[src/rtl/codec_cfg_pkg.sv]
// Shared types and constants for the audio codec init sequencer.
// Latency: n/a (types, constants and pure functions only).
// Backpressure: n/a.
package codec_cfg_pkg;

  // Sequencer states
  typedef enum logic [2:0] {
    ST_IDLE,
    ST_LOAD,
    ST_REQ,
    ST_WAIT,
    ST_GAP,
    ST_DONE,
    ST_FAIL
  } seq_state_t;

  // One init-table entry: the two bytes sent after the device address
  typedef struct packed {
    logic [7:0] reg_addr;
    logic [7:0] wr_data;
  } init_entry_t;

  // Default 8-bit I2C write address of the WM8731 (CSB tied low)
  localparam logic [7:0] CODEC_DEV_ADDR = 8'h34;

  // WM8731 7-bit register addresses
  localparam logic [6:0] WM_LLINE_IN    = 7'h00;
  localparam logic [6:0] WM_RLINE_IN    = 7'h01;
  localparam logic [6:0] WM_LHP_OUT     = 7'h02;
  localparam logic [6:0] WM_RHP_OUT     = 7'h03;
  localparam logic [6:0] WM_ANALOG_PATH = 7'h04;
  localparam logic [6:0] WM_POWER_DOWN  = 7'h06;
  localparam logic [6:0] WM_IFACE_FMT   = 7'h07;
  localparam logic [6:0] WM_SAMPLE_CTRL = 7'h08;
  localparam logic [6:0] WM_ACTIVE      = 7'h09;
  localparam logic [6:0] WM_RESET       = 7'h0F;

  // The WM8731 packs a 7-bit register address and a 9-bit value into two
  // bytes: {addr[6:0], value[8]} followed by value[7:0].
  function automatic init_entry_t wm_entry(input logic [6:0] reg_addr,
                                           input logic [8:0] value);
    init_entry_t e;
    e.reg_addr = {reg_addr, value[8]};
    e.wr_data  = value[7:0];
    return e;
  endfunction

  // Bits needed to hold 0..max_val, never less than one bit
  function automatic int cnt_width(input int max_val);
    if (max_val < 1) return 1;
    return $clog2(max_val + 1);
  endfunction

endpackage

[src/rtl/codec_init_rom.sv]
// Combinational WM8731 init table, indexed by entry number.
// Latency: zero cycles (pure lookup).
// Backpressure: none; indices at or above NUM_ENTRIES read as 16'h0000.
module codec_init_rom
  import codec_cfg_pkg::*;
#(
  parameter int NUM_ENTRIES = 10
) (
  input  logic [4:0]  entry_idx,
  output init_entry_t entry
);

  // Table lookup; power-up order: reset, power, inputs, outputs, paths,
  // format, sample rate, and finally activate the digital interface.
  always_comb begin
    entry = '0;
    if (int'(entry_idx) < NUM_ENTRIES) begin
      case (entry_idx)
        5'd0:    entry = wm_entry(WM_RESET,       9'h000);
        5'd1:    entry = wm_entry(WM_POWER_DOWN,  9'h010);
        5'd2:    entry = wm_entry(WM_LLINE_IN,    9'h017);
        5'd3:    entry = wm_entry(WM_RLINE_IN,    9'h017);
        5'd4:    entry = wm_entry(WM_LHP_OUT,     9'h079);
        5'd5:    entry = wm_entry(WM_RHP_OUT,     9'h079);
        5'd6:    entry = wm_entry(WM_ANALOG_PATH, 9'h012);
        5'd7:    entry = wm_entry(WM_IFACE_FMT,   9'h00A);
        5'd8:    entry = wm_entry(WM_SAMPLE_CTRL, 9'h000);
        5'd9:    entry = wm_entry(WM_ACTIVE,      9'h001);
        default: entry = '0;
      endcase
    end
  end

endmodule

[src/rtl/codec_init_sequencer.sv]
// Walks the codec init table and issues one I2C register write per entry.
// Latency: LOAD+REQ = 2 clocks to request, then GAP_CYCLES idle between writes.
// Backpressure: waits on i2c_done per write; watchdog to FAIL after TIMEOUT_CYCLES.
// Build option: define CODEC_INIT_RETRY_EN to retry a nacked entry up to MAX_RETRY times.
module codec_init_sequencer
  import codec_cfg_pkg::*;
#(
  parameter logic [7:0] DEV_ADDR       = CODEC_DEV_ADDR,
  parameter int         NUM_ENTRIES    = 10,
  parameter int         GAP_CYCLES     = 50,
  parameter int         TIMEOUT_CYCLES = 4095,
  parameter int         MAX_RETRY      = 3
) (
  input  logic       clock,
  input  logic       reset,
  input  logic       start,
  input  logic       i2c_done,
  input  logic [1:0] i2c_status,
  output logic [8:0] i2c_dev_addr,
  output logic [7:0] i2c_reg_addr,
  output logic [7:0] i2c_wr_data,
  output logic       busy,
  output logic       done,
  output logic       error,
  output logic [4:0] entry_idx
);

  localparam int GAP_W = cnt_width(GAP_CYCLES);
  localparam int WD_W  = cnt_width(TIMEOUT_CYCLES);

  localparam logic [4:0]       LAST_IDX = 5'(NUM_ENTRIES - 1);
  localparam logic [GAP_W-1:0] GAP_LAST = GAP_W'(GAP_CYCLES - 1);
  localparam logic [WD_W-1:0]  WD_LAST  = WD_W'(TIMEOUT_CYCLES - 1);

  seq_state_t       state;
  seq_state_t       state_nxt;
  init_entry_t      rom_entry;
  logic [GAP_W-1:0] gap_cnt;
  logic [WD_W-1:0]  wd_cnt;
  logic             req;
  logic             in_wait;
  logic             start_acc;
  logic             ack_ok;
  logic             wd_expire;
  logic             gap_end;
  logic             last_entry;
  logic             retry_ok;
  logic             retry_pend;

  // Controller busy flag is informational only; i2c_done alone ends a write
  logic unused_status_busy;
  assign unused_status_busy = i2c_status[0];

  codec_init_rom #(
    .NUM_ENTRIES (NUM_ENTRIES)
  ) u_rom (
    .entry_idx (entry_idx),
    .entry     (rom_entry)
  );

  assign in_wait    = (state == ST_WAIT);
  assign start_acc  = start && ((state == ST_IDLE) || (state == ST_DONE) ||
                                (state == ST_FAIL));
  assign ack_ok     = in_wait && i2c_done && !i2c_status[1];
  // i2c_done wins over a watchdog expiry landing in the same cycle
  assign wd_expire  = in_wait && !i2c_done && (wd_cnt == WD_LAST);
  assign gap_end    = (state == ST_GAP) && (gap_cnt == GAP_LAST);
  assign last_entry = (entry_idx == LAST_IDX);

`ifdef CODEC_INIT_RETRY_EN
  localparam int RTY_W = cnt_width(MAX_RETRY);
  localparam logic [RTY_W-1:0] RTY_MAX = RTY_W'(MAX_RETRY);

  logic [RTY_W-1:0] retry_cnt;
  logic             ack_fail;

  assign ack_fail = in_wait && i2c_done && i2c_status[1];
  assign retry_ok = (retry_cnt < RTY_MAX);

  // Retry bookkeeping: count nacks on the current entry, remember to skip LOAD
  always_ff @(posedge clock or posedge reset) begin
    if (reset) begin
      retry_cnt  <= '0;
      retry_pend <= 1'b0;
    end else begin
      if (start_acc || ack_ok) begin
        retry_cnt <= '0;
      end else if (ack_fail && retry_ok) begin
        retry_cnt <= retry_cnt + RTY_W'(1);
      end
      if (ack_fail && retry_ok) begin
        retry_pend <= 1'b1;
      end else if (gap_end) begin
        retry_pend <= 1'b0;
      end
    end
  end
`else
  localparam int unused_max_retry = MAX_RETRY;

  assign retry_ok   = 1'b0;
  assign retry_pend = 1'b0;
`endif

  // State register
  always_ff @(posedge clock or posedge reset) begin
    if (reset) begin
      state <= ST_IDLE;
    end else begin
      state <= state_nxt;
    end
  end

  // Next-state decode
  always_comb begin
    state_nxt = state;
    case (state)
      ST_IDLE, ST_DONE, ST_FAIL: begin
        if (start) state_nxt = ST_LOAD;
      end
      ST_LOAD: state_nxt = ST_REQ;
      ST_REQ:  state_nxt = ST_WAIT;
      ST_WAIT: begin
        if (i2c_done) begin
          if (!i2c_status[1]) begin
            state_nxt = last_entry ? ST_DONE : ST_GAP;
          end else begin
            state_nxt = retry_ok ? ST_GAP : ST_FAIL;
          end
        end else if (wd_expire) begin
          state_nxt = ST_FAIL;
        end
      end
      ST_GAP: begin
        if (gap_end) state_nxt = retry_pend ? ST_REQ : ST_LOAD;
      end
      default: state_nxt = ST_IDLE;
    endcase
  end

  // Output decode from the current state
  always_comb begin
    busy  = 1'b0;
    done  = 1'b0;
    error = 1'b0;
    req   = 1'b0;
    case (state)
      ST_LOAD: busy = 1'b1;
      ST_REQ, ST_WAIT: begin
        busy = 1'b1;
        req  = 1'b1;
      end
      ST_GAP:  busy = 1'b1;
      ST_DONE: done = 1'b1;
      ST_FAIL: error = 1'b1;
      default: ;
    endcase
  end

  // Device address only presented while a sequence is active; request bit
  // is state-derived so an async reset removes it at once.
  assign i2c_dev_addr = {req, (busy ? DEV_ADDR : 8'h00)};

  // Entry pointer and latched register/data bytes for the current write
  always_ff @(posedge clock or posedge reset) begin
    if (reset) begin
      entry_idx    <= '0;
      i2c_reg_addr <= '0;
      i2c_wr_data  <= '0;
    end else begin
      if (start_acc) begin
        entry_idx <= '0;
      end else if (ack_ok && !last_entry) begin
        entry_idx <= entry_idx + 5'd1;
      end
      if (state == ST_LOAD) begin
        i2c_reg_addr <= rom_entry.reg_addr;
        i2c_wr_data  <= rom_entry.wr_data;
      end
    end
  end

  // Gap timer and WAIT watchdog; both park at zero outside their state
  always_ff @(posedge clock or posedge reset) begin
    if (reset) begin
      gap_cnt <= '0;
      wd_cnt  <= '0;
    end else begin
      gap_cnt <= ((state == ST_GAP) && !gap_end) ? gap_cnt + GAP_W'(1) : '0;
      wd_cnt  <= (in_wait && !i2c_done && !wd_expire) ? wd_cnt + WD_W'(1) : '0;
    end
  end

endmodule

[config.mk]
export PLATFORM = sky130hd
export DESIGN_NAME = codec_init_sequencer
export DESIGN_NICKNAME = d
export VERILOG_FILES = /design/src/rtl/codec_cfg_pkg.sv /design/src/rtl/codec_init_rom.sv /design/src/rtl/codec_init_sequencer.sv
export SDC_FILE = /design/constraint.sdc
export NUM_CORES = 1
export LEC_CHECK = 0
export BUFFER_PORTS_ARGS = -buffer_cell sky130_fd_sc_hd__buf_2
export CORE_MARGIN = 2
export CORE_UTILIZATION = 40
export DETAILED_ROUTE_END_ITERATION = 12
export GPL_ROUTABILITY_DRIVEN = 0
export HOLD_SLACK_MARGIN = 0.06
export PLACE_DENSITY_LB_ADDON = 0.08
export REMOVE_ABC_BUFFERS = 1
export SYNTH_ARGS = -nofsm -noshare
export SYNTH_HDL_FRONTEND = slang
export SYNTH_HIERARCHICAL = 1
export SYNTH_SLANG_ARGS = --single-unit
export TNS_END_PERCENT = 10
[constraint.sdc]
create_clock -name clock -period 1.65 [get_ports clock]
set_input_delay 0.2475 -clock clock [delete_from_list [all_inputs] [get_ports clock]]
set_output_delay 0.2475 -clock clock [all_outputs]
set_load 0.01 [all_outputs]
==> results by group <==
Pwr
  – Sw Share: 35.8%
  – Seq pwr share: 35.0%
  – Int Power: between 2 and 3 mW
  – Comb pwr share: 46.1%
  – Clock power frac: 18.9%
  – Lkg Pwr: 1.28 nW
  – Worst VDD drop: 0.000541 V
  – PwrDens: about 1500 mW/mm^2
  – Switch Pwr: 1.52 mW

GRT
  – Largest net degree at the start of global routing: 43
  – Vias in the first global route: 1583
  – Initial antenna violation count: 0
  – Gr ovfl total: 0
  – First-pass GRT wire length: 7310 microns
  – GRT Util Overall: 14.4%

Yosys
  – Synth warn: 6
  – Sequential area share after synthesis: 43.7%
  – Distinct cells, synth: 46
  – Post-Syn Area: 0.00240 sq mm
  – Async set-reset flop share out of synthesis: 100%
  – Gate count of the mapped netlist: roughly 230
  – Post-synth EDFFs: 0
  – Synth top area share: 43.7%
  – Cell accounting for the most synthesized area: dfrtp_1
  – Synth area leaders: dfrtp_1 (44%), ha_1 (7.8%), mux2_2 (7.5%)
  – Post-synth top flop: dfrtp_1
  – Synthesized area per cell: around 11 sq um
  – Yosys reg bits: 42

STA
  – Final Max Tran Viols: 0
  – RSZ-0062 raised after global routing: true
  – Finish-stage setup viols: 0
  – Fin. Hold Viols: 0
  – Fin crit share: a little over nine tenths
  – Hold_ws: 75.6 ps
  – Max Freq: 625 MHz
  – Least-Margin Pin Slew: 539 ps
  – Relative max-transition margin: around 64%
  – Worst Skew: around 3.5 ps
  – Tmin final: about 1600 ps

Worst setup path
  – CP cell instances: ha_1 -> and4bb_4 -> or4_4 -> xor2_1 -> nor2_2
  – Crit Reg-Reg Startpoint: entry_idx[0]$_DFFE_PP0P_
  – Setup crit start kind: flip-flop
  – Critical path's top delay family: simple AND/OR/NAND/NOR gates
  – Critical Path RT: 1840 ps
  – Worst-path cell with the longest stage delay: or4_4
  – Crit path kind: reg2reg
  – CP max FO: 2
  – Max incr delay on CP: around 500 ps
  – Worst setup EP type: flip-flop
  – CP Launch Point: entry_idx[0]$_DFFE_PP0P_
  – Buffer and inverter count on the worst path: 0
  – WP data arrival: 1790 ps

Placed design
  – Placed Cells incl. Taps: between 300 and 400
  – Input/output buffers: 32
  – Hpwl dp: 3130 microns

Cells and area
  – Layout cell share with drive strength beyond 1: 35.6%
  – Finished Layout Cells: 350
  – Core Util, Final: 49.2%
  – Diodes inserted: 0
  – Nets@finish: approximately 300
  – P&R area growth vs syn: 19.6%

Clock tree
  – CTS H-tree lvls: 2
  – Num CTS Buffers: 5
  – Postcts setup bufs: 0
  – Root buf cell: clkbuf_8
  – CTS max path bufs: 2
  – Worst skew pair latency: roughly 290 ps
  – CTS tree: yes
  – Sink Count: 42
  – Clock Pin Slew Worst Setup and Hold Paths: 80 ps

Route
  – 1st-pass router iterations: 3
  – Wire per inst: 12.5 microns
  – Routed wire length: 4370 microns
  – DRC viols: 0
  – Via/cell ratio: 4.76
  – Iter 0 DRT Violations: 29
  – Routed Antenna Nets: 0
  – Vias: 1667

Die
  – Starting density of the core: between 40% and 50%
  – Die width: between 80 and 90 microns
  – DIE HEIGHT: 81.5 microns
  – Die footprint: 0.00665 sq mm
  – I/O pin count: 39
  – Core Region: approximately 0.0059 sq mm
  – Std-Cell Rows: 28

Run status
  – Status: finished clean

Min path
  – Worst Hold Class: in2async

Run
  – Max-cap viol count: 0
[worst register-to-register path: stages (launching register included)]
cell and delay [ps]:
dfrtp_1 390, ha_1 190, and4bb_4 200, or4_4 500, xor2_1 170, nor2_2 40
[Yosys cell counts, types with 2 or more instances]
master	n
nor4_1	3
o21ai_0	2
dfrtp_1	42
ha_1	15
xor2_1	5
xnor2_1	13
buf_4	17
nor2_1	29
conb_1	2
o211ai_1	2
and2_1	2
inv_1	12
a211oi_1	2
a21oi_1	6
nand2_1	6
mux2_2	16
nand4b_1	2
nor2b_1	4
nand2b_1	3
buf_2	2
or3_1	2
nor3_1	6
nand4_1	4
nand3_1	7
[per-layer routing]
layer | up-vias | share of wire [%] | global-route usage, %
li1 | 845 | - | -
met1 | 791 | 48 | 18.8
met2 | 25 | 46 | 23.0
met3 | 6 | 3.8 | 3.96
met4 | 0 | 1.4 | 5.08
met5 | - | 0 | 0
[timing repair]
item,4_1_cts,5_1_grt
endpoints found under the hold margin,0,0
setup endpoints to repair,4,11
resized for setup,4,8
hold buffers,0,0
[placed cells by master, fill, tap and decap left out, types with 6 or more instances in the layout]
cell type and n:
inv_1 12, ha_1 15, nor2_1 28, buf_4 20
conb_1 10, buf_2 32, xnor2_1 12, a21oi_1 6
nand2_1 6, mux2_2 16, dfrtp_1 39, nand3_1 7
[stage by stage]
step,cell area [sq um],TNS (ps),total power [mW],worst slack (ps)
after global routing,2880,-44.7,4.61,-31.0
after CTS,2830,0,4.24,7.88
after global placement,2710,0,3.35,61.3
after floorplan,2290,-217,2.60,-115
after detailed placement,2710,0,3.37,26.4
final,2880,0,4.26,49.2
[power groups by stage]
stage	Combinational (mW)	Clock [mW]	Sequential [mW]
after global routing	2.19	0.894	1.53
after CTS	1.91	0.846	1.48
after floorplan	0.978	0	1.63
after global placement	1.86	0	1.49
final	1.96	0.805	1.49
after detailed placement	1.88	0	1.50
[flip-flops by register name (all words and copies together) (netlist names)]
register	flops
entry_idx	5
gap_cnt	6
i2c_reg_addr	8
i2c_wr_data	8
state	3
wd_cnt	12
[final timing paths]
kind / endpoint / slack, ps / cells after the start
setup / recovery: entry_idx[3]$_DFFE_PP0P_ / 50 / 5
hold / removal: i2c_reg_addr[0]$_DFFE_PP0N_ / 80 / 3
setup reg to reg: entry_idx[3]$_DFFE_PP0P_ / 50 / 5
hold reg to reg: gap_cnt[0]$_DFF_PP0_ / 490 / 1
max in group asynchronous: state[0]$_DFFE_PP0P_ / 1180 / 3
min in group clock: state[1]$_DFFE_PP0P_ / 410 / 4
[final cells by class]
class | count | area, sq um
fill | 544 | 2970
multi-input combinational | 160 | 1240
sequential | 42 | 1050
timing repair buffer | 53 | 330
tap | 75 | 93.8
clock buffer | 5 | 68.8
inverter | 12 | 45.0
clock inverter | 3 | 40.0
[cell families (layout without fill, tap and decap cells)]
| logic type | Yosys count | after routing | synth area share, % |
|---|---|---|---|
| simple gates | 79 | 79 | 18.4 |
| flops | 42 | 42 | 43.7 |
| buf+inv | 32 | 73 | 8.06 |
| compound gates | 21 | 21 | 7.23 |
| xor+xnor | 18 | 18 | 6.56 |
| mux | 17 | 17 | 7.96 |
| fa+ha+maj | 15 | 15 | 7.80 |
| other cells | 2 | 10 | 0.312 |
Power figures use the tool's default switching activity.
